===== src/rtl/fetch_unit_pkg.sv =====
// Shared definitions for the instruction-fetch front end: FSM encoding and
// default reset/increment values.
package fetch_unit_pkg;

  typedef enum logic [1:0] {
    ST_IDLE   = 2'd0,
    ST_REQ    = 2'd1,
    ST_DROP   = 2'd2,
    ST_HALTED = 2'd3
  } fetch_state_e;

  localparam int unsigned DEF_RESET_PC = 0;
  localparam int unsigned DEF_PC_INCR  = 1;

endpackage


===== src/rtl/fetch_fifo.sv =====
// Prefetch buffer of {pc, instr} entries; registered head, no bypass.
// Flush empties the buffer and overrides push/pop on the same edge.
module fetch_fifo #(
  parameter int unsigned WIDTH = 32,
  parameter int unsigned DEPTH = 2
) (
  input  logic                       clk,
  input  logic                       rst_n,
  input  logic                       push_i,
  input  logic                       pop_i,
  input  logic                       flush_i,
  input  logic [WIDTH-1:0]           wdata_i,
  output logic [WIDTH-1:0]           rdata_o,
  output logic [$clog2(DEPTH):0]     count_o,
  output logic                       full_o,
  output logic                       empty_o
);
  localparam int unsigned PTR_W = $clog2(DEPTH);
  localparam int unsigned CNT_W = PTR_W + 1;

  logic [WIDTH-1:0] mem_q [DEPTH];
  logic [PTR_W-1:0] wr_ptr_q, rd_ptr_q;
  logic [CNT_W-1:0] count_q;
  logic             do_push, do_pop;

  assign full_o  = (count_q == CNT_W'(DEPTH));
  assign empty_o = (count_q == '0);
  assign count_o = count_q;
  assign rdata_o = mem_q[rd_ptr_q];

  // A full buffer still accepts a push when the head leaves on the same edge.
  assign do_push = push_i & (~full_o | pop_i);
  assign do_pop  = pop_i & ~empty_o;

  always_ff @(posedge clk or negedge rst_n) begin
    if (!rst_n) begin
      wr_ptr_q <= '0;
      rd_ptr_q <= '0;
      count_q  <= '0;
    end else if (flush_i) begin
      wr_ptr_q <= '0;
      rd_ptr_q <= '0;
      count_q  <= '0;
    end else begin
      if (do_push) wr_ptr_q <= wr_ptr_q + PTR_W'(1);
      if (do_pop)  rd_ptr_q <= rd_ptr_q + PTR_W'(1);
      count_q <= count_q + CNT_W'(do_push) - CNT_W'(do_pop);
    end
  end

  always_ff @(posedge clk) begin
    if (do_push && !flush_i) mem_q[wr_ptr_q] <= wdata_i;
  end

endmodule


===== src/rtl/fetch_unit.sv =====
// Decoupled instruction fetch: PC generator, single-outstanding imem request
// FSM and prefetch buffer feeding decode over valid/ready.
//   state  | meaning
//   IDLE   | nothing outstanding
//   REQ    | request outstanding, response is kept
//   DROP   | request outstanding, response is discarded (after redirect/halt)
//   HALTED | stopped until reset
module fetch_unit
  import fetch_unit_pkg::*;
#(
  parameter int unsigned ADDR_W   = 16,
  parameter int unsigned INSTR_W  = 16,
  parameter int unsigned DEPTH    = 2,
  parameter int unsigned RESET_PC = DEF_RESET_PC,
  parameter int unsigned PC_INCR  = DEF_PC_INCR
) (
  input  logic               clk,
  input  logic               rst_n,
  output logic               imem_req,
  output logic [ADDR_W-1:0]  imem_addr,
  input  logic               imem_ack,
  input  logic [INSTR_W-1:0] imem_rdata,
  output logic               instr_valid,
  output logic [INSTR_W-1:0] instr,
  output logic [ADDR_W-1:0]  instr_pc,
  input  logic               instr_ready,
  input  logic               redirect_valid,
  input  logic [ADDR_W-1:0]  redirect_pc,
  input  logic               halt_req,
  output logic               hlt,
  output logic [ADDR_W-1:0]  pc
);
  localparam int unsigned CNT_W = $clog2(DEPTH) + 1;
  localparam int unsigned ENT_W = ADDR_W + INSTR_W;
  localparam logic [ADDR_W-1:0] PC_RST  = ADDR_W'(RESET_PC);
  localparam logic [ADDR_W-1:0] PC_STEP = ADDR_W'(PC_INCR);
  localparam logic [CNT_W-1:0]  DEPTH_C = CNT_W'(DEPTH);

  fetch_state_e      state_q, state_d;
  logic [ADDR_W-1:0] fetch_pc_q, fetch_pc_d;
  logic [ADDR_W-1:0] req_addr_q, req_addr_d;
  logic              hlt_q, hlt_d;

  logic              ack, halt_go, redir_go, flush, push, pop, issue, issue_fire;
  logic [CNT_W-1:0]  count, next_count;
  logic              fifo_full, fifo_empty;
  logic [ENT_W-1:0]  head;

  // Halt beats redirect; both are ignored once halted.
  assign halt_go    = halt_req & ~hlt_q;
  assign redir_go   = redirect_valid & ~halt_req & ~hlt_q;
  assign flush      = halt_go | redir_go;
  assign ack        = imem_ack & imem_req;
  assign pop        = instr_valid & instr_ready & ~flush;
  assign push       = ack & (state_q == ST_REQ) & ~flush & (~fifo_full | pop);
  assign next_count = count + CNT_W'(push) - CNT_W'(pop);
  assign issue      = (next_count < DEPTH_C) & ~flush & ~hlt_q;

  fetch_fifo #(.WIDTH(ENT_W), .DEPTH(DEPTH)) u_fifo (
    .clk     (clk),
    .rst_n   (rst_n),
    .push_i  (push),
    .pop_i   (pop),
    .flush_i (flush),
    .wdata_i ({req_addr_q, imem_rdata}),
    .rdata_o (head),
    .count_o (count),
    .full_o  (fifo_full),
    .empty_o (fifo_empty)
  );

  always_ff @(posedge clk or negedge rst_n) begin
    if (!rst_n) begin
      state_q    <= ST_IDLE;
      fetch_pc_q <= PC_RST;
      req_addr_q <= '0;
      hlt_q      <= 1'b0;
    end else begin
      state_q    <= state_d;
      fetch_pc_q <= fetch_pc_d;
      req_addr_q <= req_addr_d;
      hlt_q      <= hlt_d;
    end
  end

  always_comb begin
    state_d    = state_q;
    issue_fire = 1'b0;
    unique case (state_q)
      ST_IDLE: begin
        if (halt_go) begin
          state_d = ST_HALTED;
        end else if (issue) begin
          state_d    = ST_REQ;
          issue_fire = 1'b1;
        end
      end
      ST_REQ: begin
        if (halt_go) begin
          state_d = ack ? ST_HALTED : ST_DROP;
        end else if (redir_go) begin
          state_d = ack ? ST_IDLE : ST_DROP;
        end else if (ack) begin
          if (issue) issue_fire = 1'b1;
          else       state_d    = ST_IDLE;
        end
      end
      ST_DROP: begin
        if (ack) begin
          if (hlt_q || halt_go) begin
            state_d = ST_HALTED;
          end else if (issue) begin
            state_d    = ST_REQ;
            issue_fire = 1'b1;
          end else begin
            state_d = ST_IDLE;
          end
        end
      end
      ST_HALTED: state_d = ST_HALTED;
    endcase
  end

  always_comb begin
    imem_req   = (state_q == ST_REQ) || (state_q == ST_DROP);
    hlt_d      = hlt_q | halt_go;
    fetch_pc_d = fetch_pc_q;
    req_addr_d = req_addr_q;
    if (redir_go) begin
      fetch_pc_d = redirect_pc;
    end else if (issue_fire) begin
      req_addr_d = fetch_pc_q;
      fetch_pc_d = fetch_pc_q + PC_STEP;
    end
  end

  assign imem_addr         = req_addr_q;
  assign instr_valid       = ~fifo_empty;
  assign {instr_pc, instr} = head;
  assign hlt               = hlt_q;
  assign pc                = fetch_pc_q;

endmodule

===== config.mk =====
export PLATFORM = sky130hd
export DESIGN_NAME = fetch_unit
export DESIGN_NICKNAME = d
export VERILOG_FILES = /design/src/rtl/fetch_unit_pkg.sv /design/src/rtl/fetch_fifo.sv /design/src/rtl/fetch_unit.sv
export SDC_FILE = /design/constraint.sdc
export NUM_CORES = 1
export LEC_CHECK = 0
export BUFFER_PORTS_ARGS = -buffer_cell sky130_fd_sc_hd__clkbuf_2
export CAP_MARGIN = 20
export CORE_ASPECT_RATIO = 1.4
export CORE_MARGIN = 2
export CORE_UTILIZATION = 45
export DETAILED_ROUTE_END_ITERATION = 12
export PLACE_DENSITY = 0.68
export REMOVE_ABC_BUFFERS = 1
export SLEW_MARGIN = 20
export SYNTH_ARGS = -nofsm -noshare
export SYNTH_HDL_FRONTEND = slang
export SYNTH_HIERARCHICAL = 1
export SYNTH_SLANG_ARGS = --single-unit

===== constraint.sdc =====
create_clock -name clk -period 7.86 [get_ports clk]
set_clock_uncertainty 0.15 [all_clocks]
set_input_delay 1.179 -clock clk [delete_from_list [all_inputs] [get_ports clk]]
set_output_delay 1.179 -clock clk [all_outputs]
set_load 0.005 [all_outputs]

==> impl_metrics.env <==
export IMPL_syn_inst=350
export IMPL_drc=0
export IMPL_final_cell_area_um2=5510
export IMPL_placed_area_um2=5220
export IMPL_synth_area_um2=4590
export IMPL_cp_required_ps=7930
export IMPL_cp_data_arrival_time_ps=3940
export IMPL_yosysWarnings=6
export IMPL_finalCriticalPeriod_ps=3870
export IMPL_dr_pass1_iters=4
export IMPL_cts_max_level=3
export IMPL_totalWireLength_mm=9.07
export IMPL_crit_fanout=40
export IMPL_yosysSeqAreaShare_pct=63.1
export IMPL_antennaDiodeCount=0
export IMPL_clkTransAtPathRegs_ps=70
export IMPL_hold_viol=0
export IMPL_vias=3090
export IMPL_dp_hpwl_mm=6.27
export IMPL_slew_viol_final=0
export IMPL_hold_slack_ps=349
export IMPL_synthFlopType="edfxtp_1"
export IMPL_fin_crit_sh_pct=49.3
export IMPL_die_w_um=89.4
export IMPL_gp_congestion=0.793
export IMPL_critPathLaunchType="input port"
export IMPL_drive_above_1_share_pct=36.7
export IMPL_vias_per_cell=5.18
export IMPL_grtUsageTotal_pct=16.8
export IMPL_grt_max_degree=41
export IMPL_cts_sinks=103
export IMPL_io_pins=105
export IMPL_finalSetupViolCount=0
export IMPL_powerDensity_nw_per_um2=295
export IMPL_portBuffers=104
export IMPL_final_cells=596
export IMPL_cts_tree="done"
export IMPL_coreArea_um2=9900
export IMPL_ys_async_sr_fraction_pct=37.9
export IMPL_max_cap_violations=0
export IMPL_fillCellCount=904
export IMPL_initial_core_util_pct=46.4
export IMPL_status="finished, final reports clean"
export IMPL_die_area_um2=11000
export IMPL_cts_root_buf="clkbuf_16"
export IMPL_cts_resized=0
export IMPL_antenna_found_initial=0
export IMPL_die_h_um=124
export IMPL_wl_per_cell_um=15.2
export IMPL_worst_setup_path_end_kind="flop"
export IMPL_grt_pass1_wl_mm=14.2
export IMPL_cts_max_path_buffers=2
export IMPL_final_common_cell="clkbuf_2"
export IMPL_worstMarginPinSlew_ps=895
export IMPL_grt_overflow_total=0
export IMPL_leakage_nw=2.35
export IMPL_area_delta_synth_final_pct=20.0
export IMPL_ff_latch_area_um2=2900
export IMPL_fin_nets=503
export IMPL_avgSynthCellArea_um2=13.1
export IMPL_synth_seq_cells=103
export IMPL_crit_type="input port to flop"
export IMPL_initialDrtViolationCount=171
export IMPL_grt_pass1_vias=2932
export IMPL_tns_ps=0
export IMPL_hold_path_class="flop to flop"
export IMPL_timing_fmax_mhz=258
export IMPL_synth_edf_count=64
export IMPL_cts_setup_buffers=0
export IMPL_rsz0062_at_grt="false"
export IMPL_cts_buffers=9
export IMPL_dp_cells=580
export IMPL_final_cell_mix="clkbuf_2, edfxtp_1, nand2_1"
export IMPL_rows=43
export IMPL_relSlewSlack_pct=40.3
export IMPL_clk_latency_ps=340
export IMPL_ant_nets=0
export IMPL_utilization_pct=55.7
export IMPL_synthDistinctLibCells=52
export IMPL_hold_buffers=0
export IMPL_multi_input_area_um2=1560
export IMPL_vdd_drop_max_mv=0.143
[report_power, final]
group          internal (W)  switching (W)  total [W]
Combinational      0.000235       0.000246   0.000481
Clock              0.000246       0.000188   0.000434
Sequential         0.000666      0.0000459   0.000712
Total               0.00115       0.000480    0.00163
[state kept, by name, summed over array words and instances, names as in the netlist]
name / count
state_q: 2
pc: 16
imem_addr: 16
u_fifo/wr_ptr_q: 1
hlt: 1
u_fifo/rd_ptr_q: 1
u_fifo/mem_q: 64
u_fifo/count_o: 2
[synth_stat cells (5+ instances only)]
cell      instances  share of area (%)
a221o_1          10                2.2
buf_2             5               0.54
buf_6             6                1.5
dfrtp_1          39                 21
edfxtp_1         64                 42
ha_1              9                2.5
inv_1            11               0.90
mux2_2           32                7.8
nand2_1          61                5.0
nand3_1           8               0.87
nor2_1           17                1.4
nor3b_1           5               0.82
o21ai_0          16                1.7
[layer usage]
metal,global-route usage [%],vias to the layer above,routed length [µm]
li1,-,1489,-
met1,21.1,1510,3680
met2,28.6,81,4820
met3,2.74,10,446
met4,6.25,0,124
met5,0,-,0
[worst paths after layout]
| kind | cells after the start | slack (ps) | startpoint | end |
|---|---|---|---|---|
| setup / recovery | 10 | 3990 | redirect_valid | pc[7]$_DFFE_PN0P_ |
| hold / removal | 0 | 350 | imem_addr[12]$_DFFE_PN0P_ | u_fifo/mem_q[0][28]$_DFFE_PP_ |
| setup reg to reg | 9 | 4520 | hlt$_DFF_PN0_ | pc[7]$_DFFE_PN0P_ |
| hold reg to reg | 0 | 350 | imem_addr[12]$_DFFE_PN0P_ | u_fifo/mem_q[0][28]$_DFFE_PP_ |
| max in group asynchronous | 1 | 6180 | rst_n | imem_addr[15]$_DFFE_PN0P_ |
| min in group asynchronous | 1 | 800 | rst_n | hlt$_DFF_PN0_ |
[cell families after synthesis]
logic type	synth area share, %
DFF	63.1
adders and majority gates	2.45
buffers and inverters	3.16
muxes	8.82
and+or+nand+nor	12.3
xor gates and xnor gates	0.953
AOI/OAI and AO/OA	9.21
[per-stage QoR]
step	setup slack (ps)	power, W
after detailed placement	3630	0.00121
after global routing	3730	0.00172
after global placement	3760	0.00120
after CTS	3990	0.00165
after floorplan	2860	0.00104
final	3990	0.00163
[area by class of cell]
type / count / share of cell area [%]
clock buffer: 10 / 4.15
clock inverter: 6 / 1.11
inverter: 12 / 0.817
multi-input combinational: 222 / 28.3
sequential: 103 / 52.6
tap: 135 / 3.06
timing repair buffer: 108 / 9.98
[critical path, stage by stage]
cell and delay, ps:
clkbuf_2 130, o21bai_1 240, inv_2 160, nor2_1 320, ha_1 320, a2111oi_4 280, xnor2_1 320, or2_4 500
o21ai_0 170, a221o_1 310
Note: power is estimated with default switching activity, not from simulation.
